$ cat config.mk
export PLATFORM = sky130hd
export DESIGN_NAME = cmplt_arbiter
export DESIGN_NICKNAME = d
export VERILOG_FILES = /design/src/rtl/cmplt_pkg.sv /design/src/rtl/cmplt_src_fifo.sv /design/src/rtl/cmplt_arbiter.sv
export SDC_FILE = /design/constraint.sdc
export NUM_CORES = 1
export LEC_CHECK = 0
export CAP_MARGIN = 20
export CELL_PAD_IN_SITES_DETAIL_PLACEMENT = 0
export CELL_PAD_IN_SITES_GLOBAL_PLACEMENT = 1
export CORE_MARGIN = 2
export CORE_UTILIZATION = 48
export CTS_CLUSTER_DIAMETER = 50
export DETAILED_ROUTE_END_ITERATION = 8
export PLACE_DENSITY_LB_ADDON = 0.1
export SYNTH_ARGS = -nofsm -noshare
export SYNTH_HDL_FRONTEND = slang
export SYNTH_SLANG_ARGS = --single-unit
$ cat constraint.sdc
create_clock -name clk -period 11 [get_ports clk]
set_input_delay 2.2 -clock clk [delete_from_list [all_inputs] [get_ports clk]]
set_output_delay 2.2 -clock clk [all_outputs]
set_load 0.01 [all_outputs]
$ cat src/rtl/cmplt_pkg.sv
// -----------------------------------------------------------------------------
// cmplt_pkg
//   Shared constants for the completion path. Used by the completion arbiter,
//   the reorder buffer and the functional-unit wrappers so that all of them
//   agree on the completion port width and the default ROB tag width.
//
//   CMPLT_OUT_WIDTH : tags delivered to the ROB per cycle
//   CMPLT_TAG_WIDTH : default ROB tag width ($clog2(15+1)+1 for a 15-entry ROB)
//   cmplt_wrap_inc  : modulo increment used for FIFO and round-robin pointers
// -----------------------------------------------------------------------------
package cmplt_pkg;

    localparam int CMPLT_OUT_WIDTH = 3;
    localparam int CMPLT_TAG_WIDTH = 5;

    // Increment value and wrap to 0 when it reaches modulus.
    function automatic int cmplt_wrap_inc(input int value, input int modulus);
        int next_v;
        next_v = value + 1;
        if (next_v >= modulus) begin
            next_v = 0;
        end else begin
            next_v = next_v;
        end
        return next_v;
    endfunction

endpackage

$ cat src/rtl/cmplt_src_fifo.sv
// -----------------------------------------------------------------------------
// cmplt_src_fifo
//   Small per-source completion FIFO. One instance per functional unit.
//
//   clk        : clock
//   rst        : synchronous reset, active low
//   push_i     : write push_tag_i (ignored while full)
//   push_tag_i : tag to store
//   pop_i      : drop the current head (ignored while empty)
//   head_o     : oldest stored tag, meaningful only when empty_o is 0
//   empty_o    : no tag stored
//   full_o     : SRC_DEPTH tags stored; comes from the registered count only
// -----------------------------------------------------------------------------
module cmplt_src_fifo
    import cmplt_pkg::*;
#(
    parameter int TAG_WIDTH = CMPLT_TAG_WIDTH,
    parameter int SRC_DEPTH = 2
) (
    input  logic                 clk,
    input  logic                 rst,
    input  logic                 push_i,
    input  logic [TAG_WIDTH-1:0] push_tag_i,
    input  logic                 pop_i,
    output logic [TAG_WIDTH-1:0] head_o,
    output logic                 empty_o,
    output logic                 full_o
);

    localparam int PTR_W = (SRC_DEPTH > 1) ? $clog2(SRC_DEPTH) : 1;
    localparam int CNT_W = $clog2(SRC_DEPTH + 1);

    logic [TAG_WIDTH-1:0] mem_q [SRC_DEPTH];
    logic [PTR_W-1:0]     wr_ptr_q;
    logic [PTR_W-1:0]     wr_ptr_d;
    logic [PTR_W-1:0]     rd_ptr_q;
    logic [PTR_W-1:0]     rd_ptr_d;
    logic [CNT_W-1:0]     count_q;
    logic [CNT_W-1:0]     count_d;
    logic                 do_push_s;
    logic                 do_pop_s;

    assign full_o    = (count_q == CNT_W'(SRC_DEPTH));
    assign empty_o   = (count_q == {CNT_W{1'b0}});
    assign head_o    = mem_q[rd_ptr_q];
    assign do_push_s = push_i & ~full_o;
    assign do_pop_s  = pop_i & ~empty_o;

    // Next pointers and occupancy; push and pop together leave count unchanged.
    always_comb begin
        wr_ptr_d = wr_ptr_q;
        rd_ptr_d = rd_ptr_q;
        count_d  = count_q;
        if (do_push_s) begin
            wr_ptr_d = PTR_W'(cmplt_wrap_inc(int'(wr_ptr_q), SRC_DEPTH));
        end else begin
            wr_ptr_d = wr_ptr_q;
        end
        if (do_pop_s) begin
            rd_ptr_d = PTR_W'(cmplt_wrap_inc(int'(rd_ptr_q), SRC_DEPTH));
        end else begin
            rd_ptr_d = rd_ptr_q;
        end
        case ({do_push_s, do_pop_s})
            2'b10:   count_d = count_q + CNT_W'(1);
            2'b01:   count_d = count_q - CNT_W'(1);
            default: count_d = count_q;
        endcase
    end

    // Storage, pointer and count registers.
    always_ff @(posedge clk) begin
        if (!rst) begin
            wr_ptr_q <= {PTR_W{1'b0}};
            rd_ptr_q <= {PTR_W{1'b0}};
            count_q  <= {CNT_W{1'b0}};
            for (int i = 0; i < SRC_DEPTH; i++) begin
                mem_q[i] <= {TAG_WIDTH{1'b0}};
            end
        end else begin
            wr_ptr_q <= wr_ptr_d;
            rd_ptr_q <= rd_ptr_d;
            count_q  <= count_d;
            if (do_push_s) begin
                mem_q[wr_ptr_q] <= push_tag_i;
            end
        end
    end

endmodule

$ cat src/rtl/cmplt_arbiter.sv
// -----------------------------------------------------------------------------
// cmplt_arbiter
//   Collects ROB completion tags from NUM_SRC functional units, buffers them
//   per source and hands up to CMPLT_OUT_WIDTH tags per cycle to the ROB.
//   Sources are scanned round-robin starting at rr_ptr; the pointer moves to
//   one past the last source served so every source gets its turn.
//
//   clk              : clock
//   rst              : synchronous reset, active low
//   src_tag          : tag of source i at [i*TAG_WIDTH +: TAG_WIDTH]
//   src_valid        : source i presents a tag
//   src_ready        : FIFO i has room (registered occupancy only)
//   completed        : registered tags to the ROB, slot j at [j*TAG_WIDTH +: TAG_WIDTH]
//   cmplt_valid      : registered slot valids, always LSB-contiguous
//   perf_full_cycles : saturating count of cycles with any source not ready
//                      (present only when CMPLT_PERF_EN is defined)
//
//   Build option: define CMPLT_PERF_EN to add the perf_full_cycles counter.
// -----------------------------------------------------------------------------
module cmplt_arbiter
    import cmplt_pkg::*;
#(
    parameter int NUM_SRC   = 4,
    parameter int TAG_WIDTH = CMPLT_TAG_WIDTH,
    parameter int SRC_DEPTH = 2
) (
    input  logic                                 clk,
    input  logic                                 rst,
    input  logic [TAG_WIDTH*NUM_SRC-1:0]         src_tag,
    input  logic [NUM_SRC-1:0]                   src_valid,
    output logic [NUM_SRC-1:0]                   src_ready,
    output logic [TAG_WIDTH*CMPLT_OUT_WIDTH-1:0] completed,
    output logic [CMPLT_OUT_WIDTH-1:0]           cmplt_valid
`ifdef CMPLT_PERF_EN
    ,
    output logic [15:0]                          perf_full_cycles
`endif
);

    localparam int RR_W   = (NUM_SRC > 1) ? $clog2(NUM_SRC) : 1;
    localparam int SLOT_W = $clog2(CMPLT_OUT_WIDTH + 1);

    logic [NUM_SRC-1:0]                   push_s;
    logic [NUM_SRC-1:0]                   pop_s;
    logic [NUM_SRC-1:0]                   empty_s;
    logic [NUM_SRC-1:0]                   full_s;
    logic [TAG_WIDTH-1:0]                 head_s [NUM_SRC];
    logic [TAG_WIDTH-1:0]                 slot_tag_s [CMPLT_OUT_WIDTH];
    logic [RR_W-1:0]                      rr_ptr_q;
    logic [RR_W-1:0]                      rr_ptr_d;
    logic [TAG_WIDTH*CMPLT_OUT_WIDTH-1:0] completed_q;
    logic [TAG_WIDTH*CMPLT_OUT_WIDTH-1:0] completed_d;
    logic [CMPLT_OUT_WIDTH-1:0]           cmplt_valid_q;
    logic [CMPLT_OUT_WIDTH-1:0]           cmplt_valid_d;

    // Ready looks only at registered occupancy, so a full FIFO stays not-ready
    // even in a cycle where its head is being popped.
    assign src_ready = ~full_s;
    assign push_s    = src_valid & src_ready;

    for (genvar g = 0; g < NUM_SRC; g++) begin : g_src
        cmplt_src_fifo #(
            .TAG_WIDTH (TAG_WIDTH),
            .SRC_DEPTH (SRC_DEPTH)
        ) u_fifo (
            .clk        (clk),
            .rst        (rst),
            .push_i     (push_s[g]),
            .push_tag_i (src_tag[g*TAG_WIDTH +: TAG_WIDTH]),
            .pop_i      (pop_s[g]),
            .head_o     (head_s[g]),
            .empty_o    (empty_s[g]),
            .full_o     (full_s[g])
        );
    end

    // Round-robin scan of FIFO heads: the k-th non-empty source found goes to slot k.
    always_comb begin : select_proc
        int                src_int;
        logic [RR_W-1:0]   src_idx;
        logic [SLOT_W-1:0] n_taken;
        pop_s         = {NUM_SRC{1'b0}};
        cmplt_valid_d = {CMPLT_OUT_WIDTH{1'b0}};
        rr_ptr_d      = rr_ptr_q;
        n_taken       = {SLOT_W{1'b0}};
        src_int       = 0;
        src_idx       = {RR_W{1'b0}};
        for (int j = 0; j < CMPLT_OUT_WIDTH; j++) begin
            slot_tag_s[j] = {TAG_WIDTH{1'b0}};
        end
        for (int k = 0; k < NUM_SRC; k++) begin
            src_int = int'(rr_ptr_q) + k;
            if (src_int >= NUM_SRC) begin
                src_int = src_int - NUM_SRC;
            end else begin
                src_int = src_int;
            end
            src_idx = RR_W'(src_int);
            if (!empty_s[src_idx] && (n_taken < SLOT_W'(CMPLT_OUT_WIDTH))) begin
                pop_s[src_idx]         = 1'b1;
                slot_tag_s[n_taken]    = head_s[src_idx];
                cmplt_valid_d[n_taken] = 1'b1;
                // Last assignment wins, leaving the pointer one past the last source served.
                rr_ptr_d = RR_W'(cmplt_wrap_inc(src_int, NUM_SRC));
                n_taken  = n_taken + SLOT_W'(1);
            end else begin
                n_taken = n_taken;
            end
        end
    end

    for (genvar j = 0; j < CMPLT_OUT_WIDTH; j++) begin : g_slot
        assign completed_d[j*TAG_WIDTH +: TAG_WIDTH] = slot_tag_s[j];
    end

    // Output register and round-robin pointer.
    always_ff @(posedge clk) begin
        if (!rst) begin
            rr_ptr_q      <= {RR_W{1'b0}};
            completed_q   <= {(TAG_WIDTH*CMPLT_OUT_WIDTH){1'b0}};
            cmplt_valid_q <= {CMPLT_OUT_WIDTH{1'b0}};
        end else begin
            rr_ptr_q      <= rr_ptr_d;
            completed_q   <= completed_d;
            cmplt_valid_q <= cmplt_valid_d;
        end
    end

    assign completed   = completed_q;
    assign cmplt_valid = cmplt_valid_q;

`ifdef CMPLT_PERF_EN
    logic [15:0] perf_q;
    logic [15:0] perf_d;

    // Count cycles in which any source is being held off, saturating at all ones.
    always_comb begin
        if ((&src_ready) || (perf_q == 16'hFFFF)) begin
            perf_d = perf_q;
        end else begin
            perf_d = perf_q + 16'd1;
        end
    end

    // Performance counter register.
    always_ff @(posedge clk) begin
        if (!rst) begin
            perf_q <= 16'd0;
        end else begin
            perf_q <= perf_d;
        end
    end

    assign perf_full_cycles = perf_q;
`else
    // No performance counter in this build.
`endif

endmodule

==> results of run 1 <==
registers in the layout, summed over array words and instances, names as in the netlist, named ones only:
| signal | flops |
|---|---|
| g_src.u_fifo.wr_ptr_q | 4 |
| completed | 15 |
| g_src.u_fifo.count_q | 8 |
| g_src.u_fifo.mem_q | 40 |
| g_src.u_fifo.rd_ptr_q | 4 |
| cmplt_valid | 3 |
| rr_ptr_q | 2 |
stage by stage:
stage / power [mW] / cell area (µm²) / std cells
after floorplan: 1.16 / 4680 / 464
after global placement: 1.37 / 5210 / 619
after detailed placement: 1.38 / 5210 / 620
after CTS: 1.65 / 5460 / 636
after global routing: 1.78 / 5460 / 636
final: 1.66 / 5460 / 636
how the worst max path moves through the flow:
stage,from,to,slack [ns],depth (start not counted)
3_3_place_gp,rr_ptr_q[0]$_SDFFE_PN0P_,g_src[3].u_fifo.count_q[1]$_SDFFE_PN0P_,6.32,12
3_5_place_dp,rr_ptr_q[0]$_SDFFE_PN0P_,g_src[1].u_fifo.count_q[1]$_SDFFE_PN0P_,6.22,12
2_1_floorplan,rr_ptr_q[0]$_SDFFE_PN0P_,g_src[0].u_fifo.count_q[1]$_SDFFE_PN0P_,7.16,15
4_1_cts,rr_ptr_q[0]$_SDFFE_PN0P_,g_src[1].u_fifo.count_q[1]$_SDFFE_PN0P_,6.20,12
5_1_grt,rr_ptr_q[0]$_SDFFE_PN0P_,g_src[0].u_fifo.count_q[1]$_SDFFE_PN0P_,5.76,12
6_report,rr_ptr_q[0]$_SDFFE_PN0P_,g_src[3].u_fifo.count_q[1]$_SDFFE_PN0P_,6.16,12
layout by cell type (no fill, tap or decap), types with 16 or more instances in the layout:
cell and n:
a21oi_1 17, and2_1 21, clkdlybuf4s50_1 47, dfxtp_1 40, edfxtp_1 40, mux2_2 16
mux2i_1 20, nand2_1 34, nor2_1 52, o21ai_0 23
power groups by stage:
stage	sequential [mW]	combinational [mW]	clock (mW)
global route	0.463	1.03	0.282
floorplan	0.435	0.725	0
CTS	0.451	0.931	0.268
finish	0.451	0.945	0.264
detailed placement	0.458	0.923	0
global placement	0.455	0.912	0
area by class of cell:
| type | count | area share, % |
|---|---|---|
| clock buffer | 9 | 2.27 |
| tap | 133 | 3.05 |
| timing repair buffer | 50 | 8.99 |
| clock inverter | 7 | 2.18 |
| multi-input combinational | 338 | 45.2 |
| inverter | 19 | 1.63 |
| sequential | 80 | 36.7 |
kinds of logic (layout without fill, tap and decap cells):
kind of cell,count (synthesis),in the layout,share of synthesized area [%]
buffers and inverters,46,85,4.62
flip-flops,80,80,42.7
AO/OA/AOI/OAI,94,94,13.2
AND/OR/NAND/NOR,166,166,17.3
multiplexers,52,52,16.2
XOR/XNOR,12,12,2.24
adder cells (fa/ha/maj),14,14,3.74
worst register-to-register path: stages, from the launching register on:
cell and delay (ns):
dfxtp_1 0.99, inv_6 0.22, ha_1 0.73, inv_2 0.20
mux4_2 0.48, ha_1 0.50, nand3_1 0.15, o311a_1 0.42
nand2_1 0.17, a21oi_1 0.16, ha_1 0.28, or3_1 0.35
a21oi_1 0.13
Yosys cell counts, drive strengths merged (12+ instances only):
library cell,number
and2,22
mux2,16
nor2,53
a21oi,17
nand2,34
dfxtp,40
nand3,12
ha,14
mux4,16
mux2i,20
inv,17
clkbuf,20
o21ai,24
edfxtp,40
per-layer routing:
metal / up-vias / global-route usage (%) / wire, µm
li1: 1788 / - / -
met1: 1809 / 28.8 / 4750
met2: 144 / 37.4 / 5380
met3: 21 / 5.83 / 839
met4: 0 / 9.11 / 261
met5: - / 0 / 0
==> results.json, run 1 <==
{
  "port-buffer-count": 47,
  "ff2ff_path_depth": 12,
  "wire_per_inst_um": 17.7,
  "antennaDiodeCount": 0,
  "p_leak_nw": 2.02,
  "synth_nets": 504,
  "clock_power_share_pct": 15.9,
  "hpwl_um": 8280,
  "insertion_delay_ns": 0.37,
  "gr-usage-all-layers_pct": 22.7,
  "dp_slack_ns": 6.22,
  "wl_um": 11200,
  "max_slew_margin_pct": 32.7,
  "cp_slowest_cell": "dfxtp_1",
  "drc": 0,
  "yosysWarnings": 0,
  "min_path_cells": 2,
  "num_vias": 3762,
  "row_count": 36,
  "netlist_top_cells_area": "edfxtp_1, dfxtp_1, mux4_2",
  "crit_arrival_ns": 5.13,
  "clockRootBuffer": "clkbuf_8",
  "ioPinCount": 48,
  "powerDensity_nw_per_um2": 304,
  "critical-path-max-stage-delay_ns": 0.99,
  "worstHoldStart": "g_src[3].u_fifo.count_q[1]$_SDFFE_PN0P_",
  "core_area_um2": 9640,
  "multi_input_area_um2": 2470,
  "synth_cells": 464,
  "critical_path.top_delay_family": "adder cells",
  "synth_top_area_share_pct": 25.6,
  "synth_top_area_cell": "edfxtp_1",
  "drv_slew": 0,
  "grt_pass1_wl_um": 18100,
  "synth_seq_cells": 80,
  "place.gp.congestion": 0.850,
  "die-area_um2": 10600,
  "regToRegSetupSlack_ns": 6.16,
  "ant_nets": 0,
  "finalHoldViolCount": 0,
  "final_core_util_pct": 56.6,
  "critPathBufInv": 2,
  "finalSetupViolCount": 0,
  "holdBufCountCts": 0,
  "ys.flop_type": "edfxtp_1",
  "skew_ns": 0.00879,
  "avgSynthCellArea_um2": 10.1,
  "hold_path_class": "flop to flop",
  "async_reset_ff_share_pct": 0,
  "drv_cap": 0,
  "cts_tree": "built",
  "synth_cell_type_count": 51,
  "postCtsSetupBuffers": 0,
  "r2r-start": "rr_ptr_q[0]$_SDFFE_PN0P_",
  "rsz0062_at_grt": "false",
  "drt_iter0_drc": 283,
  "grt_max_degree": 35,
  "cts_buffers": 9,
  "setup_slack_ns": 6.16,
  "nets": 538,
  "first_pass_iters": 5,
  "fin_hold_ws_ns": 0.519,
  "path_cells": "inv_6 > ha_1 > inv_2 > mux4_2 > ha_1 > nand3_1 > o311a_1 > nand2_1 > a21oi_1 > ha_1 > or3_1 > a21oi_1",
  "intPower_mw": 0.928,
  "start_kind": "flop",
  "drive_gt1_share_pct": 10.9,
  "ff_latch_area_um2": 2000,
  "cts_buffer_depth": 2,
  "ctsHtreeMaxLevel": 3,
  "tightest_slew_ns": 1.01,
  "p_switching_mw": 0.731,
  "gr-total-overflow": 0,
  "die_w_um": 103,
  "synth_edf_count": 40,
  "endpoint_kind": "flop",
  "area_growth_pct": 16.5,
  "clk_pin_slew_worst_paths_ns": 0.08,
  "first_global_vias": 3588,
  "syn-cell-area_um2": 4680,
  "final.setup.tns_ns": 0,
  "antenna_found_initial": 0,
  "cp.required_ns": 11.29,
  "holdPathEnd": "g_src[3].u_fifo.count_q[1]$_SDFFE_PN0P_",
  "die_h_um": 103,
  "finalCritPeriodShare_pct": 44.0,
  "p_sw_share_pct": 44.1,
  "crit_path_max_fanout": 23,
  "seqPwrFrac_pct": 27.2,
  "clock_sinks": 80,
  "initial_core_util_pct": 48.6,
  "finalCriticalPeriod_ns": 4.84,
  "combPwrFrac_pct": 56.9,
  "irDropWorstVdd_mv": 0.138,
  "critical_path_class": "flop to flop",
  "status": "finished clean",
  "avgViaCountPerCell": 5.92,
  "cts_resized": 0,
  "ys_seq_area_share_pct": 42.7,
  "max_freq_mhz": 206,
  "num-fill-cells": 865,
  "worst_path_most_repeated_cell": "ha_1",
  "timing.rr.end": "g_src[3].u_fifo.count_q[1]$_SDFFE_PN0P_"
}
Note: power is estimated with default switching activity, not from simulation.
==> run 2, diff against run 1 <==
CORE_UTILIZATION = 45   (was 48)
clock period = 4.79 ns   (was 11 ns; I/O delays follow)
==> results.json, run 2 (synthesis gave the netlist of run 1 again) <==
{
  "antenna_found_initial": 0,
  "final.setup.tns_ns": 0,
  "ff2ff_path_depth": 12,
  "postCtsSetupBuffers": 0,
  "cts_buffer_depth": 2,
  "wire_per_inst_um": 16.6,
  "grt_max_degree": 31,
  "wl_um": 10700,
  "drc": 0,
  "crit_cells": 12,
  "endpoint": "g_src[1].u_fifo.count_q[1]$_SDFFE_PN0P_",
  "core_area_um2": 10200,
  "crit_path_max_fanout": 20,
  "skew_ns": 0.00387,
  "final_cell_mix": "nor2_1, clkdlybuf4s50_1, dfxtp_1, edfxtp_1, nand2_1",
  "tightest_slew_ns": 0.767,
  "crit_arrival_ns": 4.03,
  "critical-path-max-stage-delay_ns": 0.49,
  "drive_gt1_share_pct": 11.4,
  "rsz0062_at_grt": "false",
  "total_power_mw": 3.62,
  "drt_iter0_drc": 185,
  "critical_path.top_delay_family": "adder cells",
  "cts_tree": "built",
  "timing.rr.end": "g_src[1].u_fifo.count_q[1]$_SDFFE_PN0P_",
  "initial_core_util_pct": 45.8,
  "clockRootBuffer": "clkbuf_8",
  "avgViaCountPerCell": 5.63,
  "clock_sinks": 80,
  "finalHoldViolCount": 0,
  "holdBufCountCts": 0,
  "cp_slowest_cell": "ha_1",
  "worst_path_most_repeated_cell": "ha_1",
  "irDropWorstVdd_mv": 0.269,
  "cp-startpoint": "rr_ptr_q[0]$_SDFFE_PN0P_",
  "r2r-start": "rr_ptr_q[0]$_SDFFE_PN0P_",
  "layout_commonest_cell": "nor2_1",
  "path_cells": "inv_6 > ha_1 > inv_2 > mux4_2 > ha_1 > nand3_1 > o311a_1 > nand2_1 > a21oi_1 > ha_1 > or3_1 > a21oi_1",
  "gr-usage-all-layers_pct": 19.8,
  "finalSetupViolCount": 0,
  "ctsHtreeMaxLevel": 3,
  "clk_pin_slew_worst_paths_ns": 0.08,
  "finalCritPeriodShare_pct": 78.1,
  "cp.required_ns": 5.08,
  "first_global_vias": 3293,
  "dpl.cell_count": 626,
  "hpwl_um": 8120,
  "fin_cells": 643,
  "first_pass_iters": 5,
  "die_w_um": 106,
  "die-area_um2": 11200,
  "drv_slew": 0,
  "status": "finished clean",
  "num_vias": 3622,
  "powerDensity_nw_per_um2": 668,
  "drv_cap": 0,
  "ant_nets": 0,
  "endpoint_kind": "flop",
  "cts_resized": 0,
  "regToRegSetupSlack_ns": 1.05,
  "insertion_delay_ns": 0.36,
  "grt_pass1_wl_um": 17100,
  "p_leak_nw": 2.01,
  "cts_buffers": 9,
  "start_kind": "flop",
  "max_freq_mhz": 267,
  "row_count": 37,
  "top_register": "g_src.u_fifo.mem_q",
  "critPathBufInv": 2,
  "critical_path_class": "flop to flop",
  "port-buffer-count": 47,
  "die_h_um": 106,
  "max_slew_margin_pct": 48.3,
  "area_growth_pct": 15.7,
  "hold_path_class": "flop to flop",
  "place.gp.congestion": 0.850,
  "finalCriticalPeriod_ns": 3.74,
  "antennaDiodeCount": 0,
  "fin_hold_ws_ns": 0.512,
  "largest_reg_flops": 40,
  "ioPinCount": 48,
  "gr-total-overflow": 0,
  "nets": 542
}
run 2: cell types whose count changed in the layout (fill, tap and decap cells not counted), sizes merged:
cell and change:
buf +4, clkinv +3, bufinv -3
run 2: cell type report:
type,count,area [µm²]
clock buffer,9,124
clock inverter,7,46.3
fill,914,4810
inverter,19,88.8
multi-input combinational,338,2470
sequential,80,2000
tap,136,170
timing repair buffer,54,520
run 2: through the flow:
stage | area [µm²] | utilization, % | worst slack (ns)
2_1_floorplan | 4680 | - | 0.952
3_3_place_gp | 5240 | 51.2 | 1.13
3_5_place_dp | 5240 | 51.2 | 1.08
4_1_cts | 5410 | 52.9 | 1.06
5_1_grt | 5420 | 53.0 | 0.788
6_report | 5420 | 53.0 | 1.05
run 2: power by group:
| group | leakage, nW | internal (mW) | switching (mW) |
|---|---|---|---|
| clock | 0.0830 | 0.187 | 0.258 |
| sequential | 0.753 | 0.900 | 0.105 |
| combinational | 1.17 | 0.899 | 1.27 |
| total | 2.01 | 1.99 | 1.64 |
run 2: worst min path at each step:
stage,slack [ns],end,start,cells after the start
after global routing,0.55,g_src[2].u_fifo.count_q[1]$_SDFFE_PN0P_,g_src[2].u_fifo.count_q[1]$_SDFFE_PN0P_,2
after CTS,0.51,g_src[2].u_fifo.count_q[1]$_SDFFE_PN0P_,g_src[2].u_fifo.count_q[1]$_SDFFE_PN0P_,2
after global placement,0.49,g_src[1].u_fifo.count_q[1]$_SDFFE_PN0P_,g_src[1].u_fifo.count_q[1]$_SDFFE_PN0P_,2
final,0.51,g_src[0].u_fifo.count_q[1]$_SDFFE_PN0P_,g_src[0].u_fifo.count_q[1]$_SDFFE_PN0P_,2
after detailed placement,0.50,g_src[2].u_fifo.count_q[1]$_SDFFE_PN0P_,g_src[2].u_fifo.count_q[1]$_SDFFE_PN0P_,2
after floorplan,0.48,g_src[0].u_fifo.count_q[1]$_SDFFE_PN0P_,g_src[0].u_fifo.count_q[1]$_SDFFE_PN0P_,2
run 2: layer usage:
metal	part of all wire (%)	wire, µm	track usage (%)	up-vias
li1	-	-	-	1795
met1	45	4780	26.3	1712
met2	48	5170	32.6	103
met3	4.9	520	2.76	12
met4	1.8	191	7.99	0
met5	0	0	0	-
run 2: worst reg2reg max path, cell delays in order (launching register included):
cell and delay (ns):
dfxtp_1 0.40, inv_6 0.12, ha_1 0.34, inv_2 0.16, mux4_2 0.47, ha_1 0.49, nand3_1 0.14, o311a_1 0.43
nand2_1 0.17, a21oi_1 0.17, ha_1 0.27, or3_1 0.36, a21oi_1 0.16
